`src/rtl/traffic_phase_controller.sv`:
```
`default_nettype none
// +----------------------------------------------------------------------------+
// | traffic_phase_controller                                                   |
// | Tick-timed phase sequencer for a main/side road junction with ped crossing |
// | Revision: 1.0                                                              |
// +----------------------------------------------------------------------------+
module traffic_phase_controller #(
    parameter int MAIN_GREEN_MIN  = 8,
    parameter int SIDE_GREEN_TIME = 5,
    parameter int YELLOW_TIME     = 3,
    parameter int ALL_RED_TIME    = 1
) (
    input  logic       clk,
    input  logic       global_reset_n,
    input  logic       enable_1Hz,
    input  logic       side_request,
    input  logic       ped_request,
    output logic [2:0] main_light,
    output logic [2:0] side_light,
    output logic       ped_walk,
    output logic [4:0] countdown,
    output logic [2:0] phase
);

    localparam logic [2:0] c_MAIN_GREEN  = 3'd0;
    localparam logic [2:0] c_MAIN_YELLOW = 3'd1;
    localparam logic [2:0] c_ALL_RED_A   = 3'd2;
    localparam logic [2:0] c_SIDE_GREEN  = 3'd3;
    localparam logic [2:0] c_SIDE_YELLOW = 3'd4;
    localparam logic [2:0] c_ALL_RED_B   = 3'd5;

    localparam logic [2:0] c_RED = 3'b100;
    localparam logic [2:0] c_YEL = 3'b010;
    localparam logic [2:0] c_GRN = 3'b001;

    localparam logic [4:0] c_MGM = 5'(MAIN_GREEN_MIN);
    localparam logic [4:0] c_SGT = 5'(SIDE_GREEN_TIME);
    localparam logic [4:0] c_YT  = 5'(YELLOW_TIME);
    localparam logic [4:0] c_ART = 5'(ALL_RED_TIME);

    logic [2:0] r_state;
    logic [4:0] r_timer;
    logic       r_pend_side;
    logic       r_pend_ped;
    logic       r_walk_en;
    logic [2:0] r_main_light;
    logic [2:0] r_side_light;
    logic       r_ped_walk;
    logic [4:0] r_countdown;

    logic [2:0] w_state_nxt;
    logic [4:0] w_timer_nxt;
    logic [4:0] w_dur;
    logic [4:0] w_dur_nxt;
    logic       w_timed_done;
    logic       w_any_req;
    logic       w_enter_sg;
    logic       w_walk_nxt;
    logic       w_pend_side_nxt;
    logic       w_pend_ped_nxt;
    logic [2:0] w_main_nxt;
    logic [2:0] w_side_nxt;
    logic [4:0] w_cd_nxt;

    function automatic logic [4:0] phase_dur(input logic [2:0] st);
        case (st)
            c_MAIN_YELLOW, c_SIDE_YELLOW: phase_dur = c_YT;
            c_SIDE_GREEN:                 phase_dur = c_SGT;
            default:                      phase_dur = c_ART;
        endcase
    endfunction

    always_comb begin
        w_dur        = phase_dur(r_state);
        w_timed_done = enable_1Hz && (r_timer == w_dur - 5'd1);
        w_any_req    = r_pend_side | r_pend_ped | side_request | ped_request;
        w_state_nxt  = r_state;
        case (r_state)
            c_MAIN_GREEN:  if (enable_1Hz && (r_timer >= c_MGM - 5'd1) && w_any_req)
                               w_state_nxt = c_MAIN_YELLOW;
            c_MAIN_YELLOW: if (w_timed_done) w_state_nxt = c_ALL_RED_A;
            c_ALL_RED_A:   if (w_timed_done) w_state_nxt = c_SIDE_GREEN;
            c_SIDE_GREEN:  if (w_timed_done) w_state_nxt = c_SIDE_YELLOW;
            c_SIDE_YELLOW: if (w_timed_done) w_state_nxt = c_ALL_RED_B;
            c_ALL_RED_B:   if (w_timed_done) w_state_nxt = c_MAIN_GREEN;
            default:       w_state_nxt = c_ALL_RED_B;
        endcase

        // Any state change (including recovery from an illegal code) restarts the timer.
        if (w_state_nxt != r_state)
            w_timer_nxt = 5'd0;
        else if (enable_1Hz && (r_timer != 5'd31))
            w_timer_nxt = r_timer + 5'd1;
        else
            w_timer_nxt = r_timer;

        w_enter_sg      = (w_state_nxt == c_SIDE_GREEN) && (r_state != c_SIDE_GREEN);
        w_pend_side_nxt = w_enter_sg ? 1'b0 : (r_pend_side | side_request);
        w_pend_ped_nxt  = w_enter_sg ? 1'b0 : (r_pend_ped | ped_request);
        if (w_enter_sg)
            w_walk_nxt = r_pend_ped | ped_request;
        else if (w_state_nxt != c_SIDE_GREEN)
            w_walk_nxt = 1'b0;
        else
            w_walk_nxt = r_walk_en;

        // Outputs are decoded from the next state so they change on the same edge.
        w_main_nxt = c_RED;
        w_side_nxt = c_RED;
        case (w_state_nxt)
            c_MAIN_GREEN:  w_main_nxt = c_GRN;
            c_MAIN_YELLOW: w_main_nxt = c_YEL;
            c_SIDE_GREEN:  w_side_nxt = c_GRN;
            c_SIDE_YELLOW: w_side_nxt = c_YEL;
            default:       ;
        endcase
        w_dur_nxt = phase_dur(w_state_nxt);
        if (w_state_nxt == c_MAIN_GREEN)
            w_cd_nxt = (w_timer_nxt < c_MGM) ? (c_MGM - w_timer_nxt) : 5'd0;
        else
            w_cd_nxt = w_dur_nxt - w_timer_nxt;
    end

    always_ff @(posedge clk) begin
        if (!global_reset_n) begin
            r_state      <= c_ALL_RED_B;
            r_timer      <= 5'd0;
            r_pend_side  <= 1'b0;
            r_pend_ped   <= 1'b0;
            r_walk_en    <= 1'b0;
            r_main_light <= c_RED;
            r_side_light <= c_RED;
            r_ped_walk   <= 1'b0;
            r_countdown  <= c_ART;
        end else begin
            r_state      <= w_state_nxt;
            r_timer      <= w_timer_nxt;
            r_pend_side  <= w_pend_side_nxt;
            r_pend_ped   <= w_pend_ped_nxt;
            r_walk_en    <= w_walk_nxt;
            r_main_light <= w_main_nxt;
            r_side_light <= w_side_nxt;
            r_ped_walk   <= w_walk_nxt && (w_state_nxt == c_SIDE_GREEN);
            r_countdown  <= w_cd_nxt;
        end
    end

    assign main_light = r_main_light;
    assign side_light = r_side_light;
    assign ped_walk   = r_ped_walk;
    assign countdown  = r_countdown;
    assign phase      = r_state;

    a_no_conflict: assert property (@(posedge clk)
        !((main_light[0] | main_light[1]) && (side_light[0] | side_light[1])));

endmodule
`default_nettype wire

```
`config.mk`:
```
export PLATFORM = sky130hd
export DESIGN_NAME = traffic_phase_controller
export DESIGN_NICKNAME = d
export VERILOG_FILES = /design/src/rtl/traffic_phase_controller.sv
export SDC_FILE = /design/constraint.sdc
export NUM_CORES = 1
export LEC_CHECK = 0
export ABC_AREA = 1
export BUFFER_PORTS_ARGS = -buffer_cell sky130_fd_sc_hd__clkbuf_2
export CELL_PAD_IN_SITES_DETAIL_PLACEMENT = 0
export CELL_PAD_IN_SITES_GLOBAL_PLACEMENT = 1
export CORE_MARGIN = 10
export CORE_UTILIZATION = 35
export DETAILED_ROUTE_END_ITERATION = 7
export HOLD_SLACK_MARGIN = 0.02
export PLACE_DENSITY_LB_ADDON = 0.1
export SKIP_LAST_GASP = 1
export SYNTH_ARGS = -nofsm -noshare
export SYNTH_HDL_FRONTEND = slang
export SYNTH_SLANG_ARGS = --single-unit
export TNS_END_PERCENT = 5
```
`constraint.sdc`:
```
create_clock -name clk -period 2.2 [get_ports clk]
set_input_delay 0.22 -clock clk [delete_from_list [all_inputs] [get_ports clk]]
set_output_delay 0.22 -clock clk [all_outputs]
set_load 0.05 [all_outputs]
```
# [After elaboration in Yosys (flattened, before gate mapping)]
# Index checks and enable logic that the tools add are counted.
[totals] out_inout_bits=15 word_cells=62 in_bits=5 ff_bits=23
[classes] addsub=4 reduce_logical=11 n_bitwise=6 order_cmp=2 eq_ne=13 mux=17
[ops] operator="3-bit one-hot mux with 2 select lines" n=4
[ops] operator="5-bit two-way mux" n=4
[ops] operator="3-bit two-way mux" n=6
[ops] operator="3-bit one-hot mux with 6 select lines" n=1
[ops] operator="3-bit by 2-bit equality test with 1-bit output (second input constant)" n=3
[ops] operator="3-bit equality test (second input constant)" n=3
[ops] operator="3-bit by 1-bit equality test with 1-bit output (second input constant)" n=2
[ops] operator="1-bit logical AND" n=6
[ops] operator="3-bit logical NOT" n=2
[ops] operator="3-bit by 2-bit != test with 1-bit output (second input constant)" n=2
[ops] operator="2-bit OR reduction" n=3
[ops] operator="5-bit by 1-bit adder with 5-bit output (second input constant)" n=1
[ops] operator="5-bit equality test" n=1
[ops] operator="5-bit by 3-bit greater-or-equal comparator with 1-bit output (second input constant)" n=1
[ops] operator="5-bit by 4-bit < comparator with 1-bit output (second input constant)" n=1
[ops] operator="5-bit != test (second input constant)" n=1
[ops] operator="1-bit OR" n=5
[ops] operator="4-bit by 5-bit subtractor with 5-bit output (first input constant)" n=1
[ops] operator="5-bit by 1-bit subtractor with 5-bit output (second input constant)" n=1
[ops] operator="5-bit subtractor" n=1
[ops] operator="3-bit != test" n=1
[ops] operator="1-bit two-way mux" n=2
[ops] operator="1-bit inverter" n=1

# [Depth between registers and ports, before layout]
[logic_depth] word_depth=13 depth_mapped=18 mapped_depth_nobuf=18

# [Least setup slack after synthesis]
# Ideal clock, no wire load.
[synth_path] path_type="register to register" start="register r_state[0], in the netlist phase[0]" end="register r_countdown[3], in the netlist countdown[3]" period_less_slack_ns=2.719 slack_ns=-0.519 path_stages_with_launch=15 setup_ns=0.078 arrival_time_ns=2.641 n_path_buf=0 t_required_ns=2.122 cell_sequence="dfxtp_1 -> nand3_2 -> nand2_1 -> nand2_1 -> nor2_2 -> nand3_2 -> o21ai_2 -> nand2_1 -> inv_1 -> a21oi_1 -> ha_1 -> fa_1 -> o21ai_1 -> nand2_1 -> nor3_1"
[synth_via] elab_chain_cells=13 word_cells_on_any_way=31 classes_between="3 x add/sub; 1 x order compare; 10 x eq/ne; 12 x mux; 5 x reduce/logical"
[synth_rtl] element="from (decl)" line="41" text="logic [2:0] r_state;"
[synth_rtl] element="from (signal assigned)" line="126" text="r_state <= c_ALL_RED_B;"
[synth_rtl] element="from (signal assigned)" line="136" text="r_state <= w_state_nxt;"
[synth_rtl] element="3-bit equality test / 3-bit by 1-bit equality test with 1-bit output (equally long branches)" line="66, 78"
[synth_rtl] element="2-bit OR reduction" line="66" text="case (st)"
[synth_rtl] element="3-bit one-hot mux with 2 select lines" line="66"
[synth_rtl] element="5-bit by 1-bit subtractor with 5-bit output" line="75" text="w_timed_done = enable_1Hz && (r_timer == w_dur - 5'd1);"
[synth_rtl] element="5-bit equality test" line="75"
[synth_rtl] element="1-bit logical AND" line="75"
[synth_rtl] element="3-bit two-way mux, on equally long branches"
[synth_rtl] element="3-bit one-hot mux with 6 select lines" line="78" text="case (r_state)"
[synth_rtl] element="3-bit by 1-bit equality test with 1-bit output (tied with other cells)" line="66"
[synth_rtl] element="2-bit OR reduction / 5-bit two-way mux (equally long branches)" line="66, 90"
[synth_rtl] element="3-bit one-hot mux with 2 select lines (tied with other cells)" line="66"
[synth_rtl] element="5-bit subtractor / 5-bit two-way mux (equally long branches)" line="121, 119"
[synth_rtl] element="5-bit two-way mux *" line="118" text="if (w_state_nxt == c_MAIN_GREEN)"
[synth_rtl] element="to (signal assigned)" line="134" text="r_countdown <= c_ART;"
[synth_rtl] element="to (signal assigned)" line="144" text="r_countdown <= w_cd_nxt;"
[synth_rtl] element="to (decl)" line="49" text="logic [4:0] r_countdown;"
# Mark *: on every way between the ends. The rest lies on a longest branch, timed or not.
# A chain may end at the register's enable or synchronous reset.

# [Final worst setup path]
[layout_path] start="register r_timer[0]" end="register r_countdown[2], in the netlist countdown[2]"
[layout_via] elab_chain_cells=10 word_cells_on_any_way=29 classes_between="3 x add/sub; 2 x order compare; 6 x eq/ne; 12 x mux; 6 x reduce/logical"
[layout_rtl] element="from (decl)" line="42" text="logic [4:0] r_timer;"
[layout_rtl] element="from (signal assigned)" line="137" text="r_timer <= w_timer_nxt;"
[layout_rtl] element="5-bit by 3-bit greater-or-equal comparator with 1-bit output" line="79" text="c_MAIN_GREEN: if (enable_1Hz && (r_timer >= c_MGM - 5'd1) && w_any_req)"
[layout_rtl] element="1-bit logical AND (2 in a row)" line="79"
[layout_rtl] element="3-bit two-way mux" line="79"
[layout_rtl] element="3-bit one-hot mux with 6 select lines" line="78"
[layout_rtl] element="3-bit by 1-bit equality test with 1-bit output (tied with other cells)" line="66"
[layout_rtl] element="2-bit OR reduction / 5-bit two-way mux (equally long branches)" line="66, 90"
[layout_rtl] element="3-bit one-hot mux with 2 select lines (tied with other cells)" line="66"
[layout_rtl] element="5-bit subtractor / 5-bit two-way mux (equally long branches)" line="121, 119"
[layout_rtl] element="5-bit two-way mux *" line="118"
# Marks and branches as above.

==> impl_metrics.tcl <==
set metrics [dict create \
    yosysWarnings 0 \
    n_fill_cell 312 \
    crit_arrival_ns 2.58 \
    ys_seq_area_frac 0.370 \
    root_buffer "clkbuf_4" \
    p_leak_nw 0.941 \
    placementRows 21 \
    fin_worst_hold_slack_ns 0.142 \
    yosysUniqueCellTypes 27 \
    synth-seq-cells 23 \
    drv_cap 0 \
    gp_congestion 0.856 \
    dr.pass1.iters 4 \
    die_w_um 79.6 \
    syn_nets 183 \
    fin_crit_sh 1.06 \
    critPathMaxFanout 6 \
    cp_cell_sequence "ha_4 > nand2_2 > nand4_1 > a31oi_4 > nand2_8 > nand2_1 > inv_1 > a21oi_2 > ha_4 > fa_2 > nand2_1 > nand2_1 > a21oi_2" \
    crit_top_cell "nand2_1" \
    initial_core_util 0.367 \
    drive_gt1_frac 0.549 \
    antenna_found_initial 0 \
    power.density_nw_per_um2 1340 \
    grt_overflow 0 \
    grt_pass1_vias 1336 \
    hold_path.class "primary input to flop" \
    syn-cell-area_um2 1240 \
    die_area_um2 6340 \
    max-vdd-ir-drop_v 0.000753 \
    max_clock_freq_mhz 431 \
    period_minus_slack_ns 2.32 \
    grt_pass1_wl_um 5890 \
    netlist_instances 172 \
    skew_ns 0.00600 \
    globalRouteTotalUtil 0.112 \
    via_count 1285 \
    tritoncts "yes" \
    vias_per_cell 4.61 \
    regArea_um2 480 \
    path_clk_slew_ns 0.13 \
    slowest_stage "fa_2" \
    crit_type "flop to flop" \
    slew_headroom 0.693 \
    worst_slack_ns -0.121 \
    avgRoutedWirePerCell_um 12.5 \
    clock-sinks 23 \
    cts_inserted_buffers 3 \
    setup_viol 4 \
    status "complete, but fails checks" \
    hold_buffers 0 \
    worst_pin_slew_ns 0.459 \
    drtIter0Drc 16 \
    required_ns 2.46 \
    rsz0062_at_grt "true" \
    insertion_delay_ns 0.31 \
    htreeDepth 1 \
    pin_count 20 \
    antenna_cells 0 \
    finalHoldViolCount 0 \
    cp-start-kind "flop" \
    routed_wl_um 3500 \
    place.detailed.hpwl_um 2680 \
    totalPowerFinal_mw 2.61 \
    core_area_um2 3390 \
    clock_path_buffers 2 \
    port_buffers 19 \
    ant_nets 0 \
    multi_input_area_um2 876 \
    die_y_um 79.6 \
    syn_area_per_cell_um2 7.24 \
    area_growth_pct 56.5 \
    violations "negative setup slack" \
    endpoint_kind "flop" \
    final_nets 245 \
    cpPeakStageDelay_ns 0.42 \
    drcViolationCount 0 \
    final-max-slew-violation-count 0 \
    grt_start_max_net_pins 14 \
]
## registers in the layout, summed over array words and instances (netlist names)
| signal | count |
|---|---|
| countdown | 5 |
| r_timer | 5 |
| phase | 3 |
| main_light | 3 |
| r_pend_side | 1 |
| r_pend_ped | 1 |
| ped_walk | 1 |
| r_walk_en | 1 |
| side_light | 3 |
## cells by family after synthesis
family / count (synthesis) / synth area share
AND/OR/NAND/NOR: 91 / 0.343
buffers and inverters: 31 / 0.0935
flip-flops: 23 / 0.370
AO/OA/AOI/OAI: 19 / 0.114
adder cells (fa/ha/maj): 6 / 0.0663
XOR/XNOR: 2 / 0.0141
## layer usage
metal  GRT usage  up-vias  wire length (µm)
met5           0        -                 0
met4      0.0323        0                17
met3      0.0203        2                82
met2       0.196        9              1810
met1       0.136      602              1590
li1            -      672                 -
## where the power goes
part	leakage [nW]	switching (mW)	internal, mW
logic	0.732	1.09	0.716
clock network	0.0177	0.127	0.0679
registers	0.192	0.0663	0.540
## placed cells by master, fill, tap and decap left out, types with 2 or more instances in the layout
master / Yosys / layout
clkbuf_4: 0 / 3
a21oi_2: 1 / 3
nand4_1: 5 / 5
a2111oi_2: 2 / 2
dfxtp_4: 0 / 4
nor2_4: 0 / 3
ha_4: 0 / 4
nand2_2: 1 / 10
dfxtp_1: 23 / 15
nand3_1: 8 / 7
clkbuf_2: 0 / 19
nor2_2: 3 / 3
nand3_2: 5 / 3
nand2_1: 38 / 28
inv_2: 6 / 13
nor2_1: 25 / 22
buf_4: 0 / 38
dfxtp_2: 0 / 4
o21ai_0: 3 / 3
inv_1: 24 / 16
nand3_4: 0 / 3
a21oi_1: 6 / 3
a21oi_4: 1 / 2
nor3_2: 0 / 3
## worst paths after layout
path,startpoint,to,slack (ns),cells after the start
max,r_timer[0],countdown[2],-0.12,13
min,side_request,r_pend_side,0.14,3
max reg2reg,r_timer[0],countdown[2],-0.12,13
min reg2reg,r_pend_side,r_pend_side,0.46,2
## final cells by class
| cell class | instances | share of cell area |
|---|---|---|
| clock inverters | 1 | 0.00257 |
| flip-flops and latches | 23 | 0.247 |
| multi-input cells | 118 | 0.450 |
| inverters | 30 | 0.0591 |
| clock buffers | 3 | 0.0116 |
| well taps | 46 | 0.0295 |
| repair buffers | 58 | 0.201 |
## worst max-delay path: cells and delay by family, from the launching register on
kind | cells | cell delay, ns
buf+inv | 1 | 0.04
flops | 1 | 0.39
simple gates | 6 | 0.51
fa+ha+maj | 3 | 0.74
compound gates | 3 | 0.57
## through the flow
step | utilization | setup TNS [ns] | setup slack, ns | instances | area, µm²
after global placement | 0.495 | -0.452 | -0.112 | 266 | 1680
after CTS | 0.542 | -0.338 | -0.0907 | 278 | 1840
after global routing | 0.575 | -1.21 | -0.271 | 279 | 1950
after detailed placement | 0.495 | -0.786 | -0.197 | 266 | 1680
final | 0.575 | -0.333 | -0.121 | 279 | 1950
after floorplan | - | -0.251 | -0.124 | 172 | 1300
## what timing repair did
| action | 4_1_cts | 5_1_grt |
|---|---|---|
| resized for setup | 23 | 24 |
| endpoints found under the setup margin | 5 | 5 |
| cloned | 0 | 0 |
| setup buffers | 8 | 1 |
| pin swaps | 26 | 15 |
## cell usage after synthesis
cell        n  share of area
a21oi_1     6          0.024
clkbuf_1    1         0.0030
xor2_1      2          0.014
nand3_2     5          0.040
a21oi_4     1          0.013
nand2_4     1         0.0090
o21ai_0     3          0.012
nand3_1     8          0.032
fa_1        1          0.016
o21bai_1    1         0.0060
o211ai_1    1         0.0060
a2111oi_2   2          0.024
nand4_1     5          0.025
a31oi_1     2          0.010
inv_1      24          0.072
a21oi_2     1         0.0070
o21ai_1     1         0.0040
o21ai_2     1         0.0070
nor3_1      4          0.016
ha_1        5          0.050
nand2_1    38           0.11
nand4_2     1          0.010
inv_2       6          0.018
nand2_2     1         0.0050
dfxtp_1    23           0.37
nor2_1     25          0.075
nor2_2      3          0.015
(Power assumes the default switching activity.)
